<file path="src/rtl/alu_pkg.sv">
// alu_pkg: shared ALU width default and 4-bit opcode map
package alu_pkg;
  localparam int WIDTH = 8;
  localparam logic [3:0] OP_ADD  = 4'h0;
  localparam logic [3:0] OP_SUB  = 4'h1;
  localparam logic [3:0] OP_INC  = 4'h2;
  localparam logic [3:0] OP_DEC  = 4'h3;
  localparam logic [3:0] OP_AND  = 4'h4;
  localparam logic [3:0] OP_OR   = 4'h5;
  localparam logic [3:0] OP_XOR  = 4'h6;
  localparam logic [3:0] OP_NOT  = 4'h7;
  localparam logic [3:0] OP_NAND = 4'h8;
  localparam logic [3:0] OP_NOR  = 4'h9;
  localparam logic [3:0] OP_XNOR = 4'hA;
  localparam logic [3:0] OP_SHL  = 4'hB;
  localparam logic [3:0] OP_SHR  = 4'hC;
  localparam logic [3:0] OP_ROL  = 4'hD;
  localparam logic [3:0] OP_ROR  = 4'hE;
  localparam logic [3:0] OP_MUL  = 4'hF;
endpackage

</file>
<file path="src/rtl/alu_core.sv">
// alu_core: combinational result and carry; ports i_a/i_b operands, i_sl opcode, o_y result, o_c carry
module alu_core import alu_pkg::*; #(
  parameter int W = WIDTH
) (
  input  logic [W-1:0] i_a,
  input  logic [W-1:0] i_b,
  input  logic [3:0]   i_sl,
  output logic [W-1:0] o_y,
  output logic         o_c
);
  logic [2*W-1:0] w_prod;
  assign w_prod = {{W{1'b0}}, i_a} * {{W{1'b0}}, i_b};
  always_comb begin
    o_y = '0;
    o_c = 1'b0;
    case (i_sl)
      OP_ADD:  {o_c, o_y} = {1'b0, i_a} + {1'b0, i_b};
      OP_SUB:  {o_c, o_y} = {1'b0, i_a} - {1'b0, i_b};
      OP_INC:  {o_c, o_y} = {1'b0, i_a} + (W+1)'(1);
      OP_DEC:  {o_c, o_y} = {1'b0, i_a} - (W+1)'(1);
      OP_AND:  o_y = i_a & i_b;
      OP_OR:   o_y = i_a | i_b;
      OP_XOR:  o_y = i_a ^ i_b;
      OP_NOT:  o_y = ~i_a;
      OP_NAND: o_y = ~(i_a & i_b);
      OP_NOR:  o_y = ~(i_a | i_b);
      OP_XNOR: o_y = ~(i_a ^ i_b);
      OP_SHL:  {o_c, o_y} = {i_a, 1'b0};
      OP_SHR:  {o_y, o_c} = {1'b0, i_a};
      OP_ROL:  {o_c, o_y} = {i_a[W-1], i_a[W-2:0], i_a[W-1]};
      OP_ROR:  {o_y, o_c} = {i_a[0], i_a[W-1:1], i_a[0]};
      OP_MUL:  {o_c, o_y} = {|w_prod[2*W-1:W], w_prod[W-1:0]};
    endcase
  end
endmodule

</file>
<file path="src/rtl/alu.sv">
// alu: registered ALU; A/B operands, SL opcode -> Su result, C carry, Z zero, S sign, P even parity (1-cycle latency)
module alu #(
  parameter int WIDTH = alu_pkg::WIDTH
) (
  input  logic             clk,
  input  logic             rst_n,
  input  logic [WIDTH-1:0] A,
  input  logic [WIDTH-1:0] B,
  input  logic [3:0]       SL,
  output logic [WIDTH-1:0] Su,
  output logic             C,
  output logic             Z,
  output logic             S,
  output logic             P
);
  logic [WIDTH-1:0] w_y;
  logic             w_c;
  alu_core #(.W(WIDTH)) u_core (.i_a(A), .i_b(B), .i_sl(SL), .o_y(w_y), .o_c(w_c));
  always_ff @(posedge clk or negedge rst_n) begin
    if (!rst_n) begin
      Su <= '0;
      C  <= 1'b0;
      Z  <= 1'b0;
      S  <= 1'b0;
      P  <= 1'b0;
    end else begin
      Su <= w_y;
      C  <= w_c;
      Z  <= ~|w_y;
      S  <= w_y[WIDTH-1];
      P  <= ~^w_y;
    end
  end
endmodule

</file>
<file path="config.mk">
export PLATFORM = sky130hd
export DESIGN_NAME = alu
export DESIGN_NICKNAME = d
export VERILOG_FILES = /design/src/rtl/alu_pkg.sv /design/src/rtl/alu_core.sv /design/src/rtl/alu.sv
export SDC_FILE = /design/constraint.sdc
export NUM_CORES = 1
export LEC_CHECK = 0
export CAP_MARGIN = 15
export CELL_PAD_IN_SITES_DETAIL_PLACEMENT = 1
export CELL_PAD_IN_SITES_GLOBAL_PLACEMENT = 2
export CORE_MARGIN = 4
export CORE_UTILIZATION = 33
export DETAILED_ROUTE_END_ITERATION = 10
export PLACE_DENSITY = 0.88
export SLEW_MARGIN = 15
export SYNTH_ARGS = -nofsm -noshare
export SYNTH_HDL_FRONTEND = slang
export SYNTH_SLANG_ARGS = --single-unit
</file>
<file path="constraint.sdc">
create_clock -name clk -period 0.8 [get_ports clk]
set_input_delay 0.08 -clock clk [delete_from_list [all_inputs] [get_ports clk]]
set_output_delay 0.08 -clock clk [all_outputs]
set_load 0.01 [all_outputs]
</file>
; Word level (Yosys, flattened, before mapping)
; Index checks and enable logic that the tools add are counted.
; Widths: inputs -> output; s select.
[classes]
multipliers = 1
mux = 2
n_eq_ne = 15
shifts = 0
bitwise = 7
n_reduce_logical = 7
order_cmp = 0
n_addsub = 4
div_mod_pow = 0
[op_table]
columns = op, n
row1 = $pmux 8 s16, 1
row2 = $eq 4x4->1 const B, 8
row3 = $not 8->8, 4
row4 = $eq 4x3->1 const B, 4
row5 = $mul 8x8->16, 1
row6 = $reduce_or 8->1, 2
row7 = $add 8x1->9 const B, 1
row8 = $add 8x8->9, 1
row9 = $sub 8x1->9 const B, 1
row10 = $sub 8x8->9, 1
row11 = $and 8x8->8, 1
row12 = $eq 4x2->1 const B, 2
row13 = $or 8x8->8, 1
row14 = $reduce_xnor 8->1, 1
row15 = $xor 8x8->8, 1
row16 = $pmux 1 s7, 1
row17 = $eq 4x1->1 const B, 1
row18 = $logic_not 4->1, 1
row19 = $reduce_or 2->1, 2
row20 = $logic_not 1->1, 1
[totals]
ram_bits = 0
mem_bits_ro = 0
mem_count = 0
ff_bits = 12
out_inout_bits = 12
latch_bits = 0
in_bits = 22

; Depth between registers and ports, before layout
[depth]
depth_word = 5
mapped_depth = 21

; By module
; A second synthesis with hierarchy kept.
[hier_totals]
cells_unflattened = 604
hier_area_um2 = 4574.4
[modules_own_cells]
columns = mod, area_each_um2, cells_each, n_inst
row1 = alu_core, 4176.5, 576, 1
row2 = alu, 397.9, 28, 1

; Worst setup path after synthesis
; OpenSTA, ideal clock, no wires.
[synth_timing]
path_kind = input port to flip-flop
start = input port A[3]
end = register C
setup_ns = 0.124
arrival_time_ns = 4.411
stages = 16
path_buffers = 2
path_slack_ns = -3.735
path_cell_list = buf_2 -> clkbuf_1 -> nand2_1 -> fa_1 -> fa_1 -> fa_1 -> fa_1 -> inv_1 -> ha_1 -> nand3_1 -> o2111ai_1 -> mux2_1 -> a311o_1 -> nor3_1 -> nand4_1 -> o31a_1
[synth_via]
elab_chain_len = 3
elab_cells_between_ends = 7
[synth_rtl]
columns = item, line_no
row1 = from (decl), alu.sv:7  ; input logic [WIDTH-1:0] A,
row2 = $mul 8x8->16, alu_core.sv:12  ; assign w_prod = {{W{1'b0}}, i_a} * {{W{1'b0}}, i_b};
row3 = $reduce_or 8->1, alu_core.sv:32  ; OP_MUL: {o_c, o_y} = {|w_prod[2*W-1:W], w_prod[W-1:0]};
row4 = $pmux 1 s7 (*), alu_core.sv:16  ; case (i_sl)
row5 = net u_core.o_c, alu_core.sv:9  ; output logic o_c
row6 = to (signal assigned), alu.sv:28  ; C <= w_c;
row7 = to (decl), alu.sv:11  ; output logic C,
; The timed path passes the listed nets; every way through them passes the cells marked *.

; Worst setup path after layout
[layout_timing]
start = input port A[2]
end = register P
[layout_via]
elab_chain_len = 4
elab_cells_between_ends = 14
[layout_rtl]
columns = item, line_no
row1 = "parallel branches: the longest is 2 deep, another holds $mul 8x8->16", --
row2 = $pmux 8 s16 (*), alu_core.sv:16
row3 = $reduce_xnor 8->1 (*), alu.sv:31  ; P <= ~^w_y;
row4 = to (signal assigned), alu.sv:31
row5 = to (decl), alu.sv:14  ; output logic P
; Every way passes the cells marked *.

==> impl_metrics.ini <==
[setup_path]
critPathSlowestCell = fa_1
crit_required_ns = 0.95
path_cells = buf_8 -> ha_4 -> inv_2 -> fa_2 -> inv_2 -> fa_1 -> ha_4 -> inv_2 -> fa_1 -> inv_2 -> ha_4 -> inv_2 -> o21bai_4 -> xnor2_2 -> buf_4 -> a2bb2oi_2 -> nand4b_1 -> o311ai_2 -> a21o_1 -> ha_4 -> xnor2_2 -> xnor2_1
criticalPathCategory = in -> reg
end_kind = flop
critPathMaxFanout = 3
path_common_cell = inv_2
start_kind = input port
critPathMaxStageDelay_ns = 0.51
cp.arrival_ns = 4.23
startpoint = A[2]

[detailed_routing]
wl_per_cell_um = 22.5
dr.first_iter.drc_count = 529
ant_nets = 0
drcViolationCount = 0
vias_per_cell = 5.76
dr.pass1.iters = 5
num_vias = 5918
wirelength_um = 23100

[clocking]
cts_buffer_depth = 2
cts.reportedPaths.clkPinSlew_ns = 0.05
cts_max_level = 1
clock_sinks = 11
cts_buffers = 3
cts_tree = yes
root_buffer = clkbuf_16

[global_routing]
grt_pass1_wl_um = 34700
grt_max_degree = 31
grt_pass1_vias = 6466
grt_remaining_overflow = 0
antenna_found_initial = 1
grt_util_all_layers = 0.268

[pwr]
swShare = 0.465
p_switching_mw = 6.18
seq_power_share = 0.054
p_leak_nw = 3.57
clock_power_share = 0.075
peakVddDrop_v = 0.00219
power_mw = 13.3
p_int_mw = 7.11
power.density_nw_per_um2 = 1720
p_comb_frac = 0.870

[sta]
rsz0062_at_grt = true
finalSetupViolCount = 23
tightestPinTransition_ns = 0.754
slew_headroom = 0.491
hold_viol_final = 0
report.final.slew_viol_count = 0
period_share = 5.10
fmax_mhz = 245
min_period_ns = 4.08
fin_ws_ns = -3.28
tns_ns = -25.80

[synth]
avgSynthCellArea_sq_um = 7.48
yosys_register_bits = 11
yosysSeqAreaShare = 0.0581
ys_async_sr_fraction = 1.00
syn-cell-area_sq_um = 4740
synth_edf_count = 0
ys_types = 78
syn-num-nets = 759
synth-warning-count = 0
synth_ff_type = dfrtp_1
netlist_instances = 633

[cells_and_area]
syn_to_final_growth_pct = 63.4
diodes = 0
final_util = 0.553
multiInputGateArea_sq_um = 4740
final_cell_area_sq_um = 7740
seqCellArea_sq_um = 275
drive_gt1_frac = 0.470
fillers = 1663
nets = 974

[floorplan]
start_util = 0.339
die_area_sq_um = 16300
ioPinCount = 34
die-width_um = 128
die_h_um = 128
row_count = 43
core_sq_um = 14000

[place]
place_ws_ns = -4.21
dpl_cell_area_sq_um = 6770
gp_congestion = 0.954
port_buffers = 33
place_hpwl_um = 16600

[job]
maxCapViolations = 0

[run_status]
status = complete, but fails checks
violations = negative setup slack

[worst_hold_path]
holdCritPathClass = in -> async
state kept, by name, summed over array words and instances, names as in the netlist:
signal,flops
Su,7
C,1
P,1
S,1
Z,1
layout make-up:
type	instances	area share
inverter	94	0.0506
timing repair buffer	243	0.263
multi-input combinational	495	0.612
sequential	11	0.0356
clock inverter	1	0.000646
clock buffer	3	0.00970
tap	180	0.0291
critical path: cells and delay by family:
family | cells | cell delay [ns]
xor+xnor | 3 | 0.45
compound gates | 4 | 0.82
buf+inv | 7 | 0.46
fa+ha+maj | 7 | 2.22
simple gates | 1 | 0.20
metal layers:
metal  routed length [um]  up-vias  GRT usage
met3                 1170      103     0.0275
li1                     -     2616          -
met5                    0        -          0
met2                11800      257      0.490
met1                 8990     2942      0.322
met4                 1210        0      0.100
placed cells by master, fill, tap and decap left out, drive strengths merged, types with 4 or more instances in the layout:
cell type  count
ha            66
fa            38
xor2           7
dfrtp         11
a221oi         5
and3           4
inv           92
o211ai         6
a22oi          4
a21o           5
o22ai          6
o21ai         30
mux2i          8
nand3         16
a211oi        10
nor2b          5
or2            4
xnor2          9
nand2b        14
nor2          68
clkbuf         7
or3            5
nand2         57
a21oi         27
nor4           4
o221ai         6
buf          234
o311ai         4
nor3          18
a31oi          4
kinds of logic after synthesis:
family,Yosys count,share of synthesized area
xor+xnor,16,0.0296
compound gates,144,0.215
fa+ha+maj,104,0.335
buf+inv,127,0.110
simple gates,222,0.233
mux,9,0.0193
flops,11,0.0581
power by group through the flow:
stage	registers [mW]	logic [mW]	clock network, mW
2_1_floorplan	0.762	5.29	0
3_3_place_gp	0.725	8.82	0
3_5_place_dp	0.729	9.32	0
4_1_cts	0.724	10.7	0.990
5_1_grt	0.733	12.5	1.02
6_report	0.724	11.6	1.00
path summary, 6_finish.rpt:
| check | endpoint | slack [ns] | cells past startpoint |
|---|---|---|---|
| worst max-delay path | P | -3.28 | 22 |
| min in group clk | C | 0.64 | 6 |
| worst min-delay path | Su[3] | 0.17 | 2 |
| max in group asynchronous | Su[5] | 0.50 | 2 |
through the flow:
step                      hold slack [ns]  std cells
final                               0.174       1027
after global routing                0.188       1027
after CTS                           0.180       1024
after detailed placement            0.441        998
after global placement              0.424        998
after floorplan                    -0.216        633
cells in the mapped netlist (11+ instances only):
| cell | n | area share |
|---|---|---|
| inv_1 | 89 | 0.071 |
| nor2_1 | 68 | 0.054 |
| ha_1 | 66 | 0.17 |
| nand2_1 | 57 | 0.045 |
| fa_1 | 38 | 0.16 |
| o21ai_0 | 27 | 0.029 |
| a21oi_1 | 25 | 0.026 |
| nor3_1 | 18 | 0.019 |
| nand3_1 | 16 | 0.017 |
| buf_2 | 14 | 0.015 |
| nand2b_1 | 14 | 0.018 |
| clkbuf_1 | 11 | 0.0087 |
| dfrtp_1 | 11 | 0.058 |
timing repair:
action / 4_1_cts / 5_1_grt
pin swaps: 59 / 52
gates resized for setup: 235 / 80
endpoints found under the setup margin: 23 / 23
hold buffers: 0 / 0
buffers inserted: 25 / 12
gates cloned: 0 / 1
Note: power is estimated with default switching activity, not from simulation.
